<file path="src/rtl/uart_tx_piso_buffered_pkg.sv">
// Shared types and helpers for the buffered UART TX parallel-in/serial-out shifter.
package uart_pkg;

    // Shifter FSM states; encoding is fixed so the state bit can be probed directly.
    typedef enum logic {
        IDLE  = 1'b0,
        SHIFT = 1'b1
    } state_t;

    // Line level driven on ser_data whenever no data bit is being shifted.
    localparam logic IDLE_LEVEL_DEFAULT = 1'b1;

    // Map a requested word length onto 1..width; zero or oversize requests mean a full word.
    function automatic int clamp_len(input int len_in, input int width);
        if ((len_in == 0) || (len_in > width)) begin
            return width;
        end
        return len_in;
    endfunction

endpackage

</file>
<file path="src/rtl/uart_tx_piso_buffered_tx_hold_reg.sv">
// Holding register for the TX shifter: one-word buffer with a valid/ready input side.
module tx_hold_reg #(
    parameter int WIDTH = 8
) (
    input  logic             CLK,
    input  logic             RST,
    input  logic [WIDTH-1:0] DATA,
    input  logic             DATA_VALID,
    input  logic             take,
    output logic [WIDTH-1:0] hold_data,
    output logic             full,
    output logic             data_ready
);

    logic accept;

    // data_ready is its own flop kept equal to !full, so it is glitch-free at the port.
    assign accept = DATA_VALID & data_ready;

    // Capture a word on accept and release the buffer when the shifter takes it.
    always_ff @(posedge CLK or negedge RST) begin
        if (!RST) begin
            hold_data  <= '0;
            full       <= 1'b0;
            data_ready <= 1'b1;
        end else if (accept) begin
            hold_data  <= DATA;
            full       <= 1'b1;
            data_ready <= 1'b0;
        end else if (take) begin
            full       <= 1'b0;
            data_ready <= 1'b1;
        end
    end

endmodule

</file>
<file path="src/rtl/uart_tx_piso_buffered.sv">
// Double-buffered PISO shifter for the UART TX path: FSM, bit counter, shift register, parity.
module uart_tx_piso_buffered
    import uart_pkg::*;
#(
    parameter int   WIDTH      = 8,
    parameter int   CNT_W      = 4,
    parameter logic IDLE_LEVEL = IDLE_LEVEL_DEFAULT
) (
    input  logic             CLK,
    input  logic             RST,
    input  logic [WIDTH-1:0] DATA,
    input  logic             DATA_VALID,
    output logic             data_ready,
    output logic             word_avail,
    input  logic             ser_en,
    input  logic             bit_tick,
    input  logic             msb_first,
    input  logic [CNT_W-1:0] data_len,
    output logic             ser_data,
    output logic             ser_done,
    output logic             busy,
    output logic             parity_even
);

    state_t             state;
    state_t             next_state;
    logic [WIDTH-1:0]   hold_data;
    logic               full;
    logic               load;
    logic               step;
    logic               finish;
    logic               abort;
    logic [CNT_W-1:0]   len_now;
    logic [CNT_W-1:0]   len_reg;
    logic               msb_reg;
    logic [CNT_W-1:0]   bit_cnt;
    logic [WIDTH-1:0]   shift_reg;
    logic [WIDTH-1:0]   aligned;
    logic               par_now;
    int                 shamt;

    tx_hold_reg #(
        .WIDTH (WIDTH)
    ) u_hold (
        .CLK        (CLK),
        .RST        (RST),
        .DATA       (DATA),
        .DATA_VALID (DATA_VALID),
        .take       (load),
        .hold_data  (hold_data),
        .full       (full),
        .data_ready (data_ready)
    );

    assign word_avail = full;

    // Effective length, MSB-first pre-alignment and parity of the word about to be loaded.
    always_comb begin
        len_now = CNT_W'(clamp_len(int'(data_len), WIDTH));
        shamt   = WIDTH - int'(len_now);
        aligned = hold_data << shamt;
        par_now = 1'b0;
        for (int i = 0; i < WIDTH; i++) begin
            if (i < int'(len_now)) begin
                par_now = par_now ^ hold_data[i];
            end
        end
    end

    // State register.
    always_ff @(posedge CLK or negedge RST) begin
        if (!RST) begin
            state <= IDLE;
        end else begin
            state <= next_state;
        end
    end

    // Next-state decode; abort (ser_en low) wins over a coincident bit_tick.
    always_comb begin
        next_state = state;
        load       = 1'b0;
        step       = 1'b0;
        finish     = 1'b0;
        abort      = 1'b0;
        unique case (state)
            IDLE: begin
                if (ser_en && bit_tick && full) begin
                    load       = 1'b1;
                    next_state = SHIFT;
                end
            end
            SHIFT: begin
                if (!ser_en) begin
                    abort      = 1'b1;
                    next_state = IDLE;
                end else if (bit_tick) begin
                    if (bit_cnt == (len_reg - CNT_W'(1))) begin
                        finish     = 1'b1;
                        next_state = IDLE;
                    end else begin
                        step = 1'b1;
                    end
                end
            end
            default: begin
                next_state = IDLE;
            end
        endcase
    end

    // Datapath: the first bit goes out at load, each further tick presents the next one.
    always_ff @(posedge CLK or negedge RST) begin
        if (!RST) begin
            ser_data    <= IDLE_LEVEL;
            ser_done    <= 1'b0;
            busy        <= 1'b0;
            parity_even <= 1'b0;
            shift_reg   <= '0;
            bit_cnt     <= '0;
            len_reg     <= CNT_W'(WIDTH);
            msb_reg     <= 1'b0;
        end else begin
            ser_done <= 1'b0;
            if (load) begin
                busy        <= 1'b1;
                bit_cnt     <= '0;
                len_reg     <= len_now;
                msb_reg     <= msb_first;
                parity_even <= par_now;
                if (msb_first) begin
                    ser_data  <= aligned[WIDTH-1];
                    shift_reg <= aligned << 1;
                end else begin
                    ser_data  <= hold_data[0];
                    shift_reg <= hold_data >> 1;
                end
            end else if (step) begin
                bit_cnt <= bit_cnt + CNT_W'(1);
                if (msb_reg) begin
                    ser_data  <= shift_reg[WIDTH-1];
                    shift_reg <= shift_reg << 1;
                end else begin
                    ser_data  <= shift_reg[0];
                    shift_reg <= shift_reg >> 1;
                end
            end else if (finish) begin
                ser_done <= 1'b1;
                busy     <= 1'b0;
                ser_data <= IDLE_LEVEL;
            end else if (abort) begin
                busy     <= 1'b0;
                ser_data <= IDLE_LEVEL;
            end
        end
    end

endmodule

</file>
<file path="config.mk">
export PLATFORM = sky130hd
export DESIGN_NAME = uart_tx_piso_buffered
export DESIGN_NICKNAME = d
export VERILOG_FILES = /design/src/rtl/uart_tx_piso_buffered_pkg.sv /design/src/rtl/uart_tx_piso_buffered_tx_hold_reg.sv /design/src/rtl/uart_tx_piso_buffered.sv
export SDC_FILE = /design/constraint.sdc
export NUM_CORES = 1
export LEC_CHECK = 0
export CAP_MARGIN = 20
export CORE_UTILIZATION = 50
export DETAILED_ROUTE_END_ITERATION = 12
export PLACE_DENSITY = 0.75
export SLEW_MARGIN = 20
export SYNTH_ARGS = -nofsm -noshare
export SYNTH_HDL_FRONTEND = slang
export SYNTH_SLANG_ARGS = --single-unit
export TNS_END_PERCENT = 10
</file>
<file path="constraint.sdc">
create_clock -name CLK -period 1.8 [get_ports CLK]
set_input_delay 0.27 -clock CLK [delete_from_list [all_inputs] [get_ports CLK]]
set_output_delay 0.27 -clock CLK [all_outputs]
set_load 0.02 [all_outputs]
</file>
* Word level (Yosys, flattened, before mapping)
Index checks and enable logic that the tools add are counted.
Operators by class: magnitude comparators 9, bitwise operators 9, equal/unequal tests 2, reductions and logical operators 9, muxes and demuxes 49, shift-type cells 1, add/subtract/negate cells 3
Operator list (count):
- $mux W1 | 40
- $mux W8 | 4
- $shl A8 B32 Y8 | 1
- $lt A3 B4 Y1 const A | 4
- $mux W4 | 4
- $lt A1 B4 Y1 const A | 2
- $lt A2 B4 Y1 const A | 2
- $xor A1 B1 Y1 | 7
- $sub A4 B4 Y5 const A | 1
- $add A4 B1 Y4 const B | 1
- $eq A4 B4 Y1 | 1
- $gt A4 B4 Y1 const B | 1
- $logic_not A4 Y1 | 1
- $reduce_bool A2 Y1 | 2
- $reduce_bool A4 Y1 | 1
- $sub A4 B1 Y4 const B | 1
- $reduce_bool A3 Y1 | 1
- $logic_and A1 B1 Y1 | 2
- $ne A2 B2 Y1 const B | 1
- $pmux W1 S2 | 1
- $reduce_and A2 Y1 | 1
- $and A1 B1 Y1 | 1
- $logic_or A1 B1 Y1 | 1
- $not A1 Y1 | 1
Word-level totals: logic and storage cells 94, input port bits 18, output and inout port bits 6, flip-flop bits (word level) 32

* Depth between registers and ports, before layout
Gate-level depths: netlist of run 1.
word-level depth 20, depth in mapped cells 11, depth with buffers taken out 11

* Hierarchy
Synthesis of run 1 repeated with hierarchy kept, for this count alone.
Second synthesis, totals: cells, all modules 240, area, all modules 2237.1 sq um
By module, submodules not included:
- uart_tx_piso_buffered | instances 1, cells an instance 217, sequential area each 553.0 sq um, area an instance 1861.8 sq um
- tx_hold_reg | instances 1, cells an instance 23, sequential area each 251.5 sq um, area an instance 375.4 sq um

* Worst setup path after synthesis of run 1
Ideal clock, no wire load.
path type input to register, from in data_len[0], to reg parity_even, arrival time 1736 ps, path slack -67 ps, data required time 1668 ps, stages on the path 10, library setup time 132 ps, path buffers 0, cells stage by stage nor2b_4 > inv_2 > ha_1 > and3b_1 > o221a_1 > mux2i_1 > o22ai_1 > xor2_1 > xnor2_1 > o21ai_1
Between the ends: cells in the longest elaborated chain, start to end 20, elaborated cells on any way between the ends 29, those cells by class order compare: 9; mux: 11; bitwise: 7; reduce/logical: 2
RTL lines:
- from (decl) | line uart_tx_piso_buffered.sv:18 | input logic [CNT_W-1:0] data_len,
- $gt A4 B4 Y1 or $logic_not A4 Y1 (tied branches) | line uart_tx_piso_buffered_pkg.sv:15 | if ((len_in == 0) || (len_in > width)) begin
- $logic_or A1 B1 Y1 | line uart_tx_piso_buffered_pkg.sv:15
- $mux W1 or $mux W4 (tied branches) | line uart_tx_piso_buffered_pkg.sv:15
- $mux W4 * | line uart_tx_piso_buffered_pkg.sv:18 | return len_in;
- $lt A1 B4 Y1 | line uart_tx_piso_buffered.sv:64 | if (i < int'(len_now)) begin
- $mux W1 | line uart_tx_piso_buffered.sv:64
- $xor A1 B1 Y1 | line uart_tx_piso_buffered.sv:65 | par_now = par_now ^ hold_data[i];
- $mux W1 | line uart_tx_piso_buffered.sv:64
- [4 not listed]
- $xor A1 B1 Y1 | line uart_tx_piso_buffered.sv:65
- $mux W1 | line uart_tx_piso_buffered.sv:64
- $xor A1 B1 Y1 | line uart_tx_piso_buffered.sv:65
- $mux W1 | line uart_tx_piso_buffered.sv:64
- $xor A1 B1 Y1 | line uart_tx_piso_buffered.sv:65
- $mux W1 | line uart_tx_piso_buffered.sv:64
- $xor A1 B1 Y1 | line uart_tx_piso_buffered.sv:65
- $mux W1 * | line uart_tx_piso_buffered.sv:64
- to (signal assigned) | line uart_tx_piso_buffered.sv:130 | parity_even <= par_now;
- to (decl) | line uart_tx_piso_buffered.sv:22 | output logic parity_even
Every way passes the cells marked *; elsewhere a longest branch is shown, timed or not. A chain may end at the register's enable or synchronous reset.

* Worst setup path after layout of run 1
from reg len_reg[0], to reg bit_cnt[3]
Between the ends: cells in the longest elaborated chain, start to end 7
RTL lines:
- from (decl) | line uart_tx_piso_buffered.sv:34 | logic [CNT_W-1:0] len_reg;
- from (signal assigned) | line uart_tx_piso_buffered.sv:121 | len_reg <= CNT_W'(WIDTH);
- from (signal assigned) | line uart_tx_piso_buffered.sv:128 | len_reg <= len_now;
- $sub A4 B1 Y4 | line uart_tx_piso_buffered.sv:98 | if (bit_cnt == (len_reg - CNT_W'(1))) begin
- $eq A4 B4 Y1 | line uart_tx_piso_buffered.sv:98
- $mux W1 | line uart_tx_piso_buffered.sv:98
- $mux W1 | line uart_tx_piso_buffered.sv:97 | end else if (bit_tick) begin
- $mux W1 | line uart_tx_piso_buffered.sv:94 | if (!ser_en) begin
- $mux W1 | line uart_tx_piso_buffered.sv:86 | unique case (state)
- $reduce_bool A2 Y1 (no line)
- to (signal assigned) | line uart_tx_piso_buffered.sv:139 | bit_cnt <= bit_cnt + CNT_W'(1);
- to (decl) | line uart_tx_piso_buffered.sv:36 | logic [CNT_W-1:0] bit_cnt;
No other way between the ends.

==> impl_metrics.py, run 1 <==
metrics = {
    "run_status": {
        "status": "finished with violations",
        "violations": "setup timing",
    },
    "timing": {
        "relSlewSlack": 0.682,
        "hold_viol": 0,
        "finalClockSkew_ns": 0.0109,
        "setup_viol": 12,
        "fmaxAchievable_ghz": 0.522,
        "hold_slack_ns": 0.372,
        "fin_ws_ns": -0.116,
        "tightest_slew_ns": 0.476,
        "post-route-period-util": 1.06,
        "drv_slew": 0,
        "rsz0062_at_grt": "true",
        "min_period_ns": 1.92,
    },
    "clock_network": {
        "cts.sinks": 32,
        "clkTransAtPathRegs_ns": 0.08,
        "cts_buffers": 5,
        "htreeDepth": 2,
        "clock_latency_ns": 0.30,
        "cts_max_path_buffers": 2,
        "hold_buffers": 0,
        "cts_tree": "yes",
        "clock-root-buffer": "clkbuf_8",
    },
    "layout": {
        "antenna_cells": 0,
        "multi_input_area_mm2": 0.00125,
        "drive_gt1_frac": 0.316,
        "final_cell_mix": "buf_4 (43), dfrtp_1 (29), nand2_1 (26)",
        "n_fill_cell": 272,
        "fin_area_mm2": 0.00284,
        "nets": 315,
        "stdcell_count": 342,
        "final_util": 0.748,
        "regArea_um2": 805,
        "mostFrequentLayoutCell": "buf_4",
        "area_delta_synth_final_pct": 38.1,
    },
    "floorplanning": {
        "die_x_um": 66.2,
        "start_util": 0.542,
        "io_pins": 24,
        "core_mm2": 0.00380,
        "die_area_mm2": 0.00438,
        "rows": 22,
        "die_h_um": 66.2,
    },
    "yosys": {
        "ys_warn_count": 0,
        "synth_async_sr_flop_share": 1.00,
        "synth-edff-count": 0,
        "ys_seq_elements": 32,
        "yosysUniqueCellTypes": 52,
        "avgSynthCellArea_um2": 9.15,
        "synth_area_mm2": 0.00206,
        "ys.flop_type": "dfrtp_1",
        "synth_top_cell_area_share": 0.353,
        "synth.area.top_cells": "dfrtp_1 (35%), mux2i_1 (6.3%), nand2_1 (5.1%)",
        "netlist_instances": 225,
        "synth_area_leader_cell": "dfrtp_1",
        "synth_nets": 247,
        "synth-seq-area-share": 0.391,
    },
    "place": {
        "place_inst": 331,
        "placed_cell_area_mm2": 0.00264,
        "gp_congestion": 0.898,
        "dpl.hpwl_um": 3910,
        "io_buffers": 23,
    },
    "critical_path": {
        "rr_startpoint": "len_reg[0]$_DFFE_PN0P_",
        "path_class": "flip-flop to flip-flop",
        "crit_required_ns": 1.98,
        "start_kind": "flip-flop",
        "arrival_ns": 2.10,
        "r2r_cells": 9,
        "slowest_delay_ns": 0.40,
        "slowest_stage": "dfrtp_1",
        "crit_chain": "inv_2 > ha_4 > xor2_1 > nand4_1 > and2b_2 > buf_6 > nand4_1 > xor2_1 > nor2_1",
        "rrSetupSlack_ns": -0.12,
        "cpLargestDelayFamily": "simple AND/OR/NAND/NOR gates",
        "reg2reg_to": "bit_cnt[3]$_DFFE_PN0P_",
        "critPathBufInv": 2,
        "path_depth": 9,
        "crit_path_end_kind": "flip-flop",
        "worstPathMaxFanout": 4,
    },
    "grt": {
        "grt_first_pass_wirelength_um": 9070,
        "grt_max_degree": 33,
        "first_global_vias": 1945,
        "antenna_found_initial": 0,
        "grt_overflow": 0,
        "grtUsageTotal": 0.283,
    },
    "drt": {
        "routed_wl_um": 5590,
        "vias": 2019,
        "drc": 0,
        "first_iter_violations": 145,
        "vias_per_cell": 5.90,
        "postRouteAntennaNets": 0,
        "dr.pass1.iters": 5,
        "wire_per_inst_um": 16.3,
    },
    "power": {
        "ir_drop_mv": 0.609,
        "power_density_mw_per_mm2": 586,
        "power_w": 0.00166,
        "leakage_nw": 1.29,
    },
    "flow_run": {
        "cap_violations": 0,
    },
    "hold_path": {
        "hold_path.class": "primary input to async pin",
    },
}
-- per-layer routing --
metal	GRT usage	part of all wire	routed length, um	vias up
met2	0.474	0.48	2710	82
met4	0.104	0.027	152	0
met5	0	0	0	-
li1	-	-	-	943
met3	0.0569	0.062	348	19
met1	0.357	0.43	2380	975
-- what timing repair did --
| item | CTS | global route |
|---|---|---|
| resized for setup | 17 | 9 |
| setup buffers | 2 | 1 |
| pin swaps | 11 | 8 |
| endpoints found under the setup margin | 12 | 16 |
-- metrics by stage --
stage                     TNS [ns]  setup slack [ns]
final                       -0.907            -0.116
after global routing         -2.42            -0.236
after CTS                   -0.361           -0.0624
after detailed placement     -4.75            -0.688
after global placement       -4.17            -0.576
after floorplan            -0.0666           -0.0666
-- cells in the mapped netlist (all sizes together) (5+ instances only) --
cell / n
a21oi: 16
and3: 5
clkbuf: 5
dfrtp: 29
inv: 11
mux2: 8
mux2i: 13
nand2: 28
nor2: 19
nor3: 5
o21ai: 14
o221ai: 5
xor2: 7
-- layout make-up --
cell class | instances | area share
multi-input cells | 174 | 0.439
clock inverters | 3 | 0.0150
inverters | 11 | 0.0145
well taps | 48 | 0.0211
repair buffers | 69 | 0.203
clock buffers | 5 | 0.0242
flip-flops and latches | 32 | 0.283
-- report_power, final --
group,total [W],switching (W),internal [W]
logic,0.000242,0.000117,0.000125
clock network,0.000704,0.000294,0.000410
registers,0.000719,0,0.000719
total,0.00166,0.000411,0.00125
-- logic make-up after synthesis --
family | Yosys count | synth area share
xor+xnor | 11 | 0.0505
mux | 21 | 0.107
simple gates | 80 | 0.198
compound gates | 58 | 0.193
fa+ha+maj | 4 | 0.0243
buf+inv | 19 | 0.0359
flops | 32 | 0.391
-- how the worst max path moves through the flow --
| stage | endpoint | from | slack [ns] |
|---|---|---|---|
| after CTS | ser_data$_DFFE_PN1P_ | len_reg[0]$_DFFE_PN0P_ | -0.06 |
| final | bit_cnt[3]$_DFFE_PN0P_ | len_reg[0]$_DFFE_PN0P_ | -0.12 |
| after floorplan | parity_even$_DFFE_PN0P_ | data_len[0] | -0.07 |
| after global placement | parity_even$_DFFE_PN0P_ | data_len[3] | -0.58 |
| after global routing | bit_cnt[3]$_DFFE_PN0P_ | len_reg[0]$_DFFE_PN0P_ | -0.24 |
| after detailed placement | parity_even$_DFFE_PN0P_ | data_len[3] | -0.69 |
(Power assumes the default switching activity.)
==> run 2: changes to the inputs <==
- CORE_ASPECT_RATIO: default -> 1.75
==> run 2 against run 1 <==
  * The run still ends with setup timing left
  * Clock skew down 0.0062 ns
  * Cell count up 0.58%
  * Worst hold slack better by 0.012 ns
  * Clock-buffer cell count up 1
  * Total power down 8.0%
  * Sequential power about the same
  * Critical path depth unchanged
  * Non-clock buffer count up 2
  * Setup slack better by 0.070 ns
  * Sequential cell count unchanged
  * Maximum frequency up 3.8%
  * Clock power down 19%
  * Largest cell class unchanged
==> impl_metrics.py, run 2 (synthesis gave the netlist of run 1 again) <==
metrics = {
    "run_status": {
        "status": "finished with violations",
        "violations": "setup timing",
    },
    "critical_path": {
        "worstPathMaxFanout": 4,
        "crit_required_ns": 1.97,
        "slowest_delay_ns": 0.40,
        "reg2reg_to": "shift_reg[7]$_DFFE_PN0P_",
        "path_class": "flip-flop to flip-flop",
        "rrSetupSlack_ns": -0.05,
        "r2r_cells": 9,
        "rr_startpoint": "len_reg[0]$_DFFE_PN0P_",
        "crit_chain": "inv_2 > ha_4 > xor2_1 > nand4_1 > buf_6 > and2b_1 > and3_1 > a21oi_2 > o32ai_1",
        "arrival_ns": 2.01,
        "worst_setup_path_endpoint": "shift_reg[7]$_DFFE_PN0P_",
        "crit_path_start": "len_reg[0]$_DFFE_PN0P_",
        "crit_path_end_kind": "flip-flop",
        "slowest_stage": "dfrtp_1",
        "start_kind": "flip-flop",
    },
    "layout": {
        "multi_input_area_mm2": 0.00126,
        "antenna_cells": 0,
        "area_delta_synth_final_pct": 38.7,
        "drive_gt1_frac": 0.321,
        "nets": 317,
        "n_fill_cell": 322,
        "regArea_um2": 805,
        "stdcell_count": 344,
        "mostFrequentLayoutCell": "buf_4",
        "final_cell_mix": "buf_4 (45), dfrtp_1 (29), nand2_1 (26)",
    },
    "place": {
        "dpl.hpwl_um": 4130,
        "place_inst": 334,
        "gp_congestion": 0.942,
        "io_buffers": 23,
    },
    "drt": {
        "vias_per_cell": 5.66,
        "postRouteAntennaNets": 0,
        "wire_per_inst_um": 15.5,
        "routed_wl_um": 5330,
        "vias": 1946,
        "dr.pass1.iters": 4,
        "first_iter_violations": 50,
        "drc": 0,
    },
    "floorplanning": {
        "rows": 30,
        "die_area_mm2": 0.00439,
        "die_h_um": 86.9,
        "core_mm2": 0.00390,
        "start_util": 0.527,
        "die_x_um": 50.5,
        "io_pins": 24,
    },
    "power": {
        "ir_drop_mv": 0.604,
        "p_clk_frac": 0.371,
        "internal_power_w": 0.00115,
        "power_switching_w": 0.000381,
        "leakage_nw": 1.31,
        "power_density_mw_per_mm2": 537,
        "pwr-share-seq": 0.470,
        "p_sw_frac": 0.249,
        "combPwrFrac": 0.160,
    },
    "hold_path": {
        "hold_path.class": "primary input to async pin",
    },
    "clock_network": {
        "cts_max_path_buffers": 2,
        "clkTransAtPathRegs_ns": 0.07,
        "cts.sinks": 32,
        "cts_buffers": 5,
        "htreeDepth": 2,
        "cts_tree": "yes",
        "clock-root-buffer": "clkbuf_8",
        "clock_latency_ns": 0.28,
    },
    "grt": {
        "use_met2": 0.519,
        "met1_usage": 0.308,
        "global_route.usage.met3": 0.0436,
        "gr-max-usage-layer": "met2",
        "grt_overflow": 0,
        "first_global_vias": 1958,
        "grtUsageTotal": 0.278,
        "grt_max_degree": 33,
        "antenna_found_initial": 0,
        "grt_first_pass_wirelength_um": 9120,
    },
    "timing": {
        "post-route-period-util": 1.03,
        "fin_ws_ns": -0.0452,
        "setup_viol": 9,
        "tightest_slew_ns": 0.441,
        "fmaxAchievable_ghz": 0.542,
        "hold_slack_ns": 0.384,
        "finalSetupTns_ns": -0.298,
        "min_period_ns": 1.85,
        "hold_viol": 0,
        "relSlewSlack": 0.706,
        "finalClockSkew_ns": 0.00468,
        "drv_slew": 0,
        "rsz0062_at_grt": "true",
    },
    "flow_run": {
        "cap_violations": 0,
    },
}
-- run 2: worst min-delay path by stage --
stage	from	end	slack [ns]	cells past startpoint
2_1_floorplan	RST	bit_cnt[0]$_DFFE_PN0P_	-0.03	0
3_3_place_gp	ser_data$_DFFE_PN1P_	ser_data$_DFFE_PN1P_	0.47	2
3_5_place_dp	ser_data$_DFFE_PN1P_	ser_data$_DFFE_PN1P_	0.49	2
4_1_cts	RST	u_hold.hold_data[7]$_DFFE_PN0P_	0.40	2
5_1_grt	RST	len_reg[0]$_DFFE_PN0P_	0.43	2
6_report	RST	u_hold.hold_data[7]$_DFFE_PN0P_	0.38	2
-- run 2: final cells by class --
type | count | area share
timing repair buffer | 71 | 0.210
multi-input combinational | 174 | 0.440
tap | 48 | 0.0210
sequential | 32 | 0.282
clock buffer | 6 | 0.0289
clock inverter | 2 | 0.00351
inverter | 11 | 0.0145
-- run 2: repair_timing --
action	CTS	global route
pin swaps	13	3
resized for setup	23	4
buffers inserted	3	0
hold buffers	0	0
endpoints found under the hold margin	0	0
setup endpoints to repair	15	14
-- run 2: metal layers --
layer / wire, um / share of wire / up-vias
met5: 0 / 0 / -
met4: 155 / 0.029 / 0
met3: 151 / 0.028 / 11
met2: 2950 / 0.55 / 48
met1: 2070 / 0.39 / 940
li1: - / - / 947
-- run 2: power by group through the flow --
stage / registers [W] / clock network (W) / logic (W)
after floorplan: 0.000733 / 0 / 0.0000950
after global placement: 0.000733 / 0 / 0.000230
after detailed placement: 0.000733 / 0 / 0.000233
after CTS: 0.000719 / 0.000580 / 0.000241
after global routing: 0.000719 / 0.000606 / 0.000267
final: 0.000719 / 0.000568 / 0.000245
-- run 2: worst max-delay path: cells and delay by family (launching register included) --
kind / cells / cell delay, ns
xor gates and xnor gates: 1 / 0.14
DFF: 1 / 0.40
AOI/OAI and AO/OA: 2 / 0.20
adders and majority gates: 1 / 0.26
and+or+nand+nor: 3 / 0.50
buffers and inverters: 2 / 0.22
-- run 2: stage by stage --
stage	instance area (um2)	power, W	utilization	setup WS, ns
floorplan	2060	0.000828	-	-0.0666
global placement	2660	0.000962	0.682	-0.598
detailed placement	2660	0.000965	0.682	-0.673
CTS	2840	0.00154	0.727	-0.0377
global route	2850	0.00159	0.731	-0.171
finish	2850	0.00153	0.731	-0.0452
